`config.mk`:
```
export PLATFORM = sky130hd
export DESIGN_NAME = spi_master
export DESIGN_NICKNAME = d
export VERILOG_FILES = /design/src/rtl/spi_pkg.sv /design/src/rtl/spi_tick_gen.sv /design/src/rtl/spi_master.sv
export SDC_FILE = /design/constraint.sdc
export NUM_CORES = 1
export LEC_CHECK = 0
export CORE_ASPECT_RATIO = 1.2
export CORE_MARGIN = 3
export CORE_UTILIZATION = 60
export CTS_BUF_LIST = sky130_fd_sc_hd__clkbuf_8
export DETAILED_ROUTE_END_ITERATION = 6
export PLACE_DENSITY = 0.86
export REMOVE_ABC_BUFFERS = 1
export SKIP_LAST_GASP = 1
export SYNTH_ARGS = -nofsm -noshare
export SYNTH_HDL_FRONTEND = slang
export SYNTH_SLANG_ARGS = --single-unit
export TNS_END_PERCENT = 10
```
`constraint.sdc`:
```
create_clock -name clk -period 4.7 [get_ports clk]
set_clock_uncertainty 0.2 [all_clocks]
set_input_delay 0.47 -clock clk [delete_from_list [all_inputs] [get_ports clk]]
set_output_delay 0.47 -clock clk [all_outputs]
set_load 0.1 [all_outputs]
```
`src/rtl/spi_pkg.sv`:
```
// spi_pkg: shared definitions for the SPI master.
//   - FSM state encoding used by spi_master
//   - byte width of one transfer
//   - mode-0 clock polarity / phase constants
package spi_pkg;

  localparam int SPI_BYTE_W = 8;

  // Mode 0: clock idles low, data sampled on the leading (rising) edge.
  localparam logic SPI_CPOL = 1'b0;
  localparam logic SPI_CPHA = 1'b0;

  typedef enum logic [2:0] {
    SPI_IDLE  = 3'd0,
    SPI_SETUP = 3'd1,
    SPI_LOW   = 3'd2,
    SPI_HIGH  = 3'd3,
    SPI_HOLD  = 3'd4
  } spi_state_t;

endpackage

```
`src/rtl/spi_tick_gen.sv`:
```
// spi_tick_gen: loadable 8-bit down-counter pacing the SPI master FSM.
// Ports:
//   clk      in  system clock
//   reset    in  synchronous active-low reset
//   load     in  reload the counter with load_val this edge
//   load_val in  reload value (phase length minus one)
//   tick     out high while the counter sits at zero
module spi_tick_gen (
  input  logic       clk,
  input  logic       reset,
  input  logic       load,
  input  logic [7:0] load_val,
  output logic       tick
);

  logic [7:0] count;

  always_ff @(posedge clk) begin
    if (!reset) begin
      count <= 8'd0;
    end else if (load) begin
      count <= load_val;
    end else if (count != 8'd0) begin
      count <= count - 8'd1;
    end
  end

  assign tick = (count == 8'd0);

endmodule

```
`src/rtl/spi_master.sv`:
```
// spi_master: byte-oriented mode-0 SPI master with per-direction bit order.
// Ports:
//   clk      in  system clock (only clock)
//   reset    in  synchronous active-low reset
//   start    in  request a byte transfer (ignored while busy)
//   keep_cs  in  sampled with start; 1 = leave cs low after this byte
//   tx_data  in  byte to send, captured on accepted start
//   rx_data  out received byte, updated with done
//   busy     out transfer in progress
//   done     out one-cycle pulse at end of byte
//   spi_clk  out SPI clock, idles low
//   mosi     out master data out
//   miso     in  slave data in
//   cs       out chip select, active low
//
// state     | meaning
// ----------+--------------------------------------------------------
// SPI_IDLE  | no transfer; cs may still be low after a kept byte
// SPI_SETUP | cs low, first mosi bit settling before the first rise
// SPI_LOW   | spi_clk low between bits, next mosi bit settling
// SPI_HIGH  | spi_clk high; miso captured on entry
// SPI_HOLD  | after last fall, cs held low for two half-periods
module spi_master
  import spi_pkg::*;
#(
  parameter int unsigned CLK_DIV      = 4,
  parameter bit          TX_LSB_FIRST = 1'b1,
  parameter bit          RX_LSB_FIRST = 1'b0
) (
  input  logic       clk,
  input  logic       reset,
  input  logic       start,
  input  logic       keep_cs,
  input  logic [7:0] tx_data,
  output logic [7:0] rx_data,
  output logic       busy,
  output logic       done,
  output logic       spi_clk,
  output logic       mosi,
  input  logic       miso,
  output logic       cs
);

  localparam logic [7:0] DIV_RELOAD = 8'(CLK_DIV - 1);

  spi_state_t state, state_nxt;

  logic tick;
  logic load_div;
  logic accept, sample, shift, finish, rearm;
  logic lead_sample;

  logic [2:0] bit_cnt;
  logic       bit_last;
  logic       hold_second;
  logic       keep_q;

  logic [SPI_BYTE_W-1:0] tx_sh;
  logic [SPI_BYTE_W-1:0] rx_sh;
  logic [SPI_BYTE_W-1:0] tx_shifted;
  logic [SPI_BYTE_W-1:0] rx_next;
  logic                  tx_first;
  logic                  shifted_first;

  // Mode 0 captures miso on the leading clock edge.
  assign lead_sample = (SPI_CPHA == 1'b0);

  // Bit-order muxing for both directions.
  assign tx_first      = TX_LSB_FIRST ? tx_data[0] : tx_data[SPI_BYTE_W-1];
  assign tx_shifted    = TX_LSB_FIRST ? {1'b0, tx_sh[SPI_BYTE_W-1:1]}
                                      : {tx_sh[SPI_BYTE_W-2:0], 1'b0};
  assign shifted_first = TX_LSB_FIRST ? tx_shifted[0] : tx_shifted[SPI_BYTE_W-1];
  assign rx_next       = RX_LSB_FIRST ? {miso, rx_sh[SPI_BYTE_W-1:1]}
                                      : {rx_sh[SPI_BYTE_W-2:0], miso};

  spi_tick_gen u_tick (
    .clk      (clk),
    .reset    (reset),
    .load     (load_div),
    .load_val (DIV_RELOAD),
    .tick     (tick)
  );

  always_ff @(posedge clk) begin
    if (!reset) begin
      state <= SPI_IDLE;
    end else begin
      state <= state_nxt;
    end
  end

  always_comb begin
    state_nxt = state;
    accept    = 1'b0;
    sample    = 1'b0;
    shift     = 1'b0;
    finish    = 1'b0;
    rearm     = 1'b0;
    case (state)
      SPI_IDLE: begin
        if (start) begin
          accept    = 1'b1;
          state_nxt = SPI_SETUP;
        end
      end
      SPI_SETUP, SPI_LOW: begin
        if (tick) begin
          sample    = lead_sample;
          state_nxt = SPI_HIGH;
        end
      end
      SPI_HIGH: begin
        if (tick) begin
          if (bit_last) begin
            state_nxt = SPI_HOLD;
          end else begin
            shift     = 1'b1;
            state_nxt = SPI_LOW;
          end
        end
      end
      SPI_HOLD: begin
        // Two divider periods so cs rises a full SPI period after the last fall.
        if (tick) begin
          if (hold_second) begin
            finish    = 1'b1;
            state_nxt = SPI_IDLE;
          end else begin
            rearm = 1'b1;
          end
        end
      end
      default: state_nxt = SPI_IDLE;
    endcase
  end

  // Divider restarts on every state change and at the HOLD midpoint.
  assign load_div = (state_nxt != state) || rearm;

  always_ff @(posedge clk) begin
    if (!reset) begin
      tx_sh       <= '0;
      rx_sh       <= '0;
      rx_data     <= 8'h00;
      bit_cnt     <= 3'd0;
      bit_last    <= 1'b0;
      hold_second <= 1'b0;
      keep_q      <= 1'b0;
      cs          <= 1'b1;
      mosi        <= 1'b0;
      spi_clk     <= SPI_CPOL;
      busy        <= 1'b0;
      done        <= 1'b0;
    end else begin
      done    <= finish;
      busy    <= (state_nxt != SPI_IDLE);
      spi_clk <= (state_nxt == SPI_HIGH) ? ~SPI_CPOL : SPI_CPOL;

      if (accept) begin
        tx_sh       <= tx_data;
        rx_sh       <= '0;
        keep_q      <= keep_cs;
        cs          <= 1'b0;
        mosi        <= tx_first;
        bit_cnt     <= 3'd0;
        bit_last    <= 1'b0;
        hold_second <= 1'b0;
      end

      if (shift) begin
        tx_sh <= tx_shifted;
        mosi  <= shifted_first;
      end

      if (sample) begin
        rx_sh <= rx_next;
        if (bit_cnt == 3'(SPI_BYTE_W - 1)) begin
          bit_last <= 1'b1;
        end else begin
          bit_cnt <= bit_cnt + 3'd1;
        end
      end

      if (rearm) begin
        hold_second <= 1'b1;
      end

      if (finish) begin
        rx_data     <= rx_sh;
        hold_second <= 1'b0;
        if (!keep_q) begin
          cs   <= 1'b1;
          mosi <= 1'b0;
        end
      end
    end
  end

endmodule
```
==> out/qor.txt <==
Status = completed
CP max stage delay = 0.89 ns
Layout Nets = 247
Final core occ = 76.4%
FFs w/ async S/R, synth = 0%
Post-synth EDFFs = 0
Final WS setup = 1.86 ns
R2r worst-path depth = 4
CTS buffer count = 5
Setup TNS = 0 ns
Worst Setup SP = u_tick.count[2]
Clk buf depth = 2
Setup violators final = 0
Post-CTS sizing = 0
Global-route wire length before repair = 7.32 mm
CORE AREA = 2920 sq um
TritonCTS clock tree = yes
Synthesis-to-layout area growth = 16.9%
# hold bufs at CTS = 0
Most used flip-flop cell after synthesis = dfxtp_1
DRT antenna net count = 0
Total number of vias = 1630
Final Hold Fails = 0
Total track usage = 24.7%
Clk pin slew, worst setup/hold paths = 0.08 ns
Root Buffer = clkbuf_8
Area after DPL = 2140 sq um
Drc violations = 0
Period minus WS final = 2.84 ns
Post-synthesis register bit count = 45
Critical Path RT = 4.72 ns
Synth Warn # = 0
Seq/Total Area, Yosys = 47.2%
Yosys cell types = 37
CTS sink count = 45
Critical Path, Cell by Cell = nor4_1 -> nand4b_1 -> nor2_1 -> mux2i_1
Avg WL per Cell = 15.8 um
Die height = 67.8 um
CP max-delay cell = nor4_1
Hold WS = 0.272 ns
Initial antenna violation count = 0
Die Area = 3890 sq um
WP buf/inv = 0
IR drop worst, VDD = 0.000513 V
WS Path Type = register to register
Arr. time, crit path = 2.86 ns
Global route overflow = 0
Reg2Reg Setup Slack = 1.86 ns
Share of layout cells above drive strength 1 = 6.06%
Synthesized area = 1910 sq um
Synth Instances = 212
Post-CTS Setup Inserts = 0
Synthesized area per cell = 8.99 sq um
Pleak = 0.868 nW
Highest clock rate = 352 MHz
Max Slew Vio Count = 0
ANT cells = 0
Site Rows = 21
Die width = 57.5 um
CP top delay family = simple AND/OR/NAND/NOR gates
Crit path capture = bit_cnt[1]
R2r startpoint = u_tick.count[2]
Placer Congestion = 0.756
Pwr Total = 1.18 mW
Most frequent cells in the layout = dfxtp_1 (45), clkdlybuf4s50_1 (25), nor2_1 (23), a21oi_1 (22)
FILL cells = 215
Commonest non-fill, non-tap cell in the layout = dfxtp_1
CTS H-tree lvls = 2
Critical path depth = 4
Crit. End Element = register
Dpl ws = 1.96 ns
Max transition margin = 31.4%
Critical Path Start Type = register
Post-Route WL = 4.18 mm
Measured slew at the worst slew-check pin = 1.02 ns
Placed Instances = 257
Starting Density = 65.4%
Vias in the first global route = 1672
Worst-skew pair later-pin latency = 0.30 ns
Max-capacitance violation count = 0
R2R Path End = bit_cnt[1]
Hold crit path type = register to register
RSZ-0062 raised after global routing = no
Fin crit share = 60.5%
Power per cell area = 531 nW/um^2
I/O pin count = 26
Final Cell Area = 2230 sq um
Dpl hpwl = 2.93 mm
Largest net degree at the start of global routing = 30
DRT Pass-1 Iters = 4
Crit path max fanout = 9
PortBufs = 25
1st-iter DRT viols = 129
Finished Layout Cells = 265
Via/cell ratio = 6.15
[power by group]
part	internal (mW)	leakage, nW	total [mW]	switching, mW
combinational	0.162	0.457	0.454	0.292
sequential	0.433	0.366	0.492	0.0584
clock	0.105	0.0445	0.237	0.131
[worst min path at each step]
stage,startpoint,to,slack (ns),depth (start not counted)
detailed placement,rx_sh[7],rx_sh[7],0.26,2
floorplan,rx_sh[6],rx_sh[7],0.24,2
global route,tx_sh[4],tx_sh[4],0.30,2
global placement,rx_sh[5],rx_sh[6],0.25,2
finish,rx_sh[7],rx_sh[7],0.27,2
CTS,rx_sh[7],rx_sh[7],0.27,2
[cell families (layout without fill, tap and decap cells)]
family	count (synthesis)	in the layout	synth area share [%]
AO/OA/AOI/OAI	43	43	14.2
buffers and inverters	17	36	3.81
multiplexers	14	14	7.35
AND/OR/NAND/NOR	82	82	21.6
flip-flops	45	45	47.2
XOR/XNOR	7	7	3.22
adder cells (fa/ha/maj)	4	4	2.62
[synth_stat cells (2+ instances only)]
library cell  number  share of area [%]
clkbuf_1          12                2.4
o21ai_0            2               0.52
a22oi_1            7                2.8
or4_1              2               0.79
o21a_1             2               0.79
nor4_1             3               0.98
ha_1               4                2.6
mux2i_1           14                7.3
nor2_1            23                4.5
nand2_1           20                3.9
nor3_1             3               0.79
nor4b_2            2                1.6
dfxtp_1           45                 47
a21oi_1           22                5.8
nand3_1           20                5.2
a2111oi_0          3                1.4
xnor2_1            4                1.8
xor2_1             3                1.4
inv_1              3               0.59
[state kept, by name, indices dropped and copies added, names as in the netlist]
signal,count
bit_cnt,3
bit_last,1
state,3
rx_sh,8
spi_clk,1
busy,1
done,1
cs,1
mosi,1
hold_second,1
keep_q,1
tx_sh,7
u_tick.count,8
rx_data,8
[worst reg2reg max path: stages (launching register included)]
cell      delay (ns)
dfxtp_1         0.37
nor4_1          0.89
nand4b_1        0.59
nor2_1          0.46
mux2i_1         0.26
[final cells by class]
cell class                      instances  area (sq um)  share of cell area, %
Timing Repair Buffer                   25           250                   11.2
Multi-Input combinational cell        150           933                   41.9
Inverter                                3          11.3                  0.505
Sequential cell                        45           901                   40.4
Clock buffer                            5          68.8                   3.09
Clock inverter                          3          21.3                  0.955
Tap cell                               34          42.5                   1.91
[layer usage]
metal | routed length (um) | global-route usage (%)
met1 | 1740 | 28.0
met3 | 252 | 7.07
met2 | 2110 | 41.4
met4 | 74 | 13.9
met5 | 0 | 0
(Power assumes the default switching activity.)
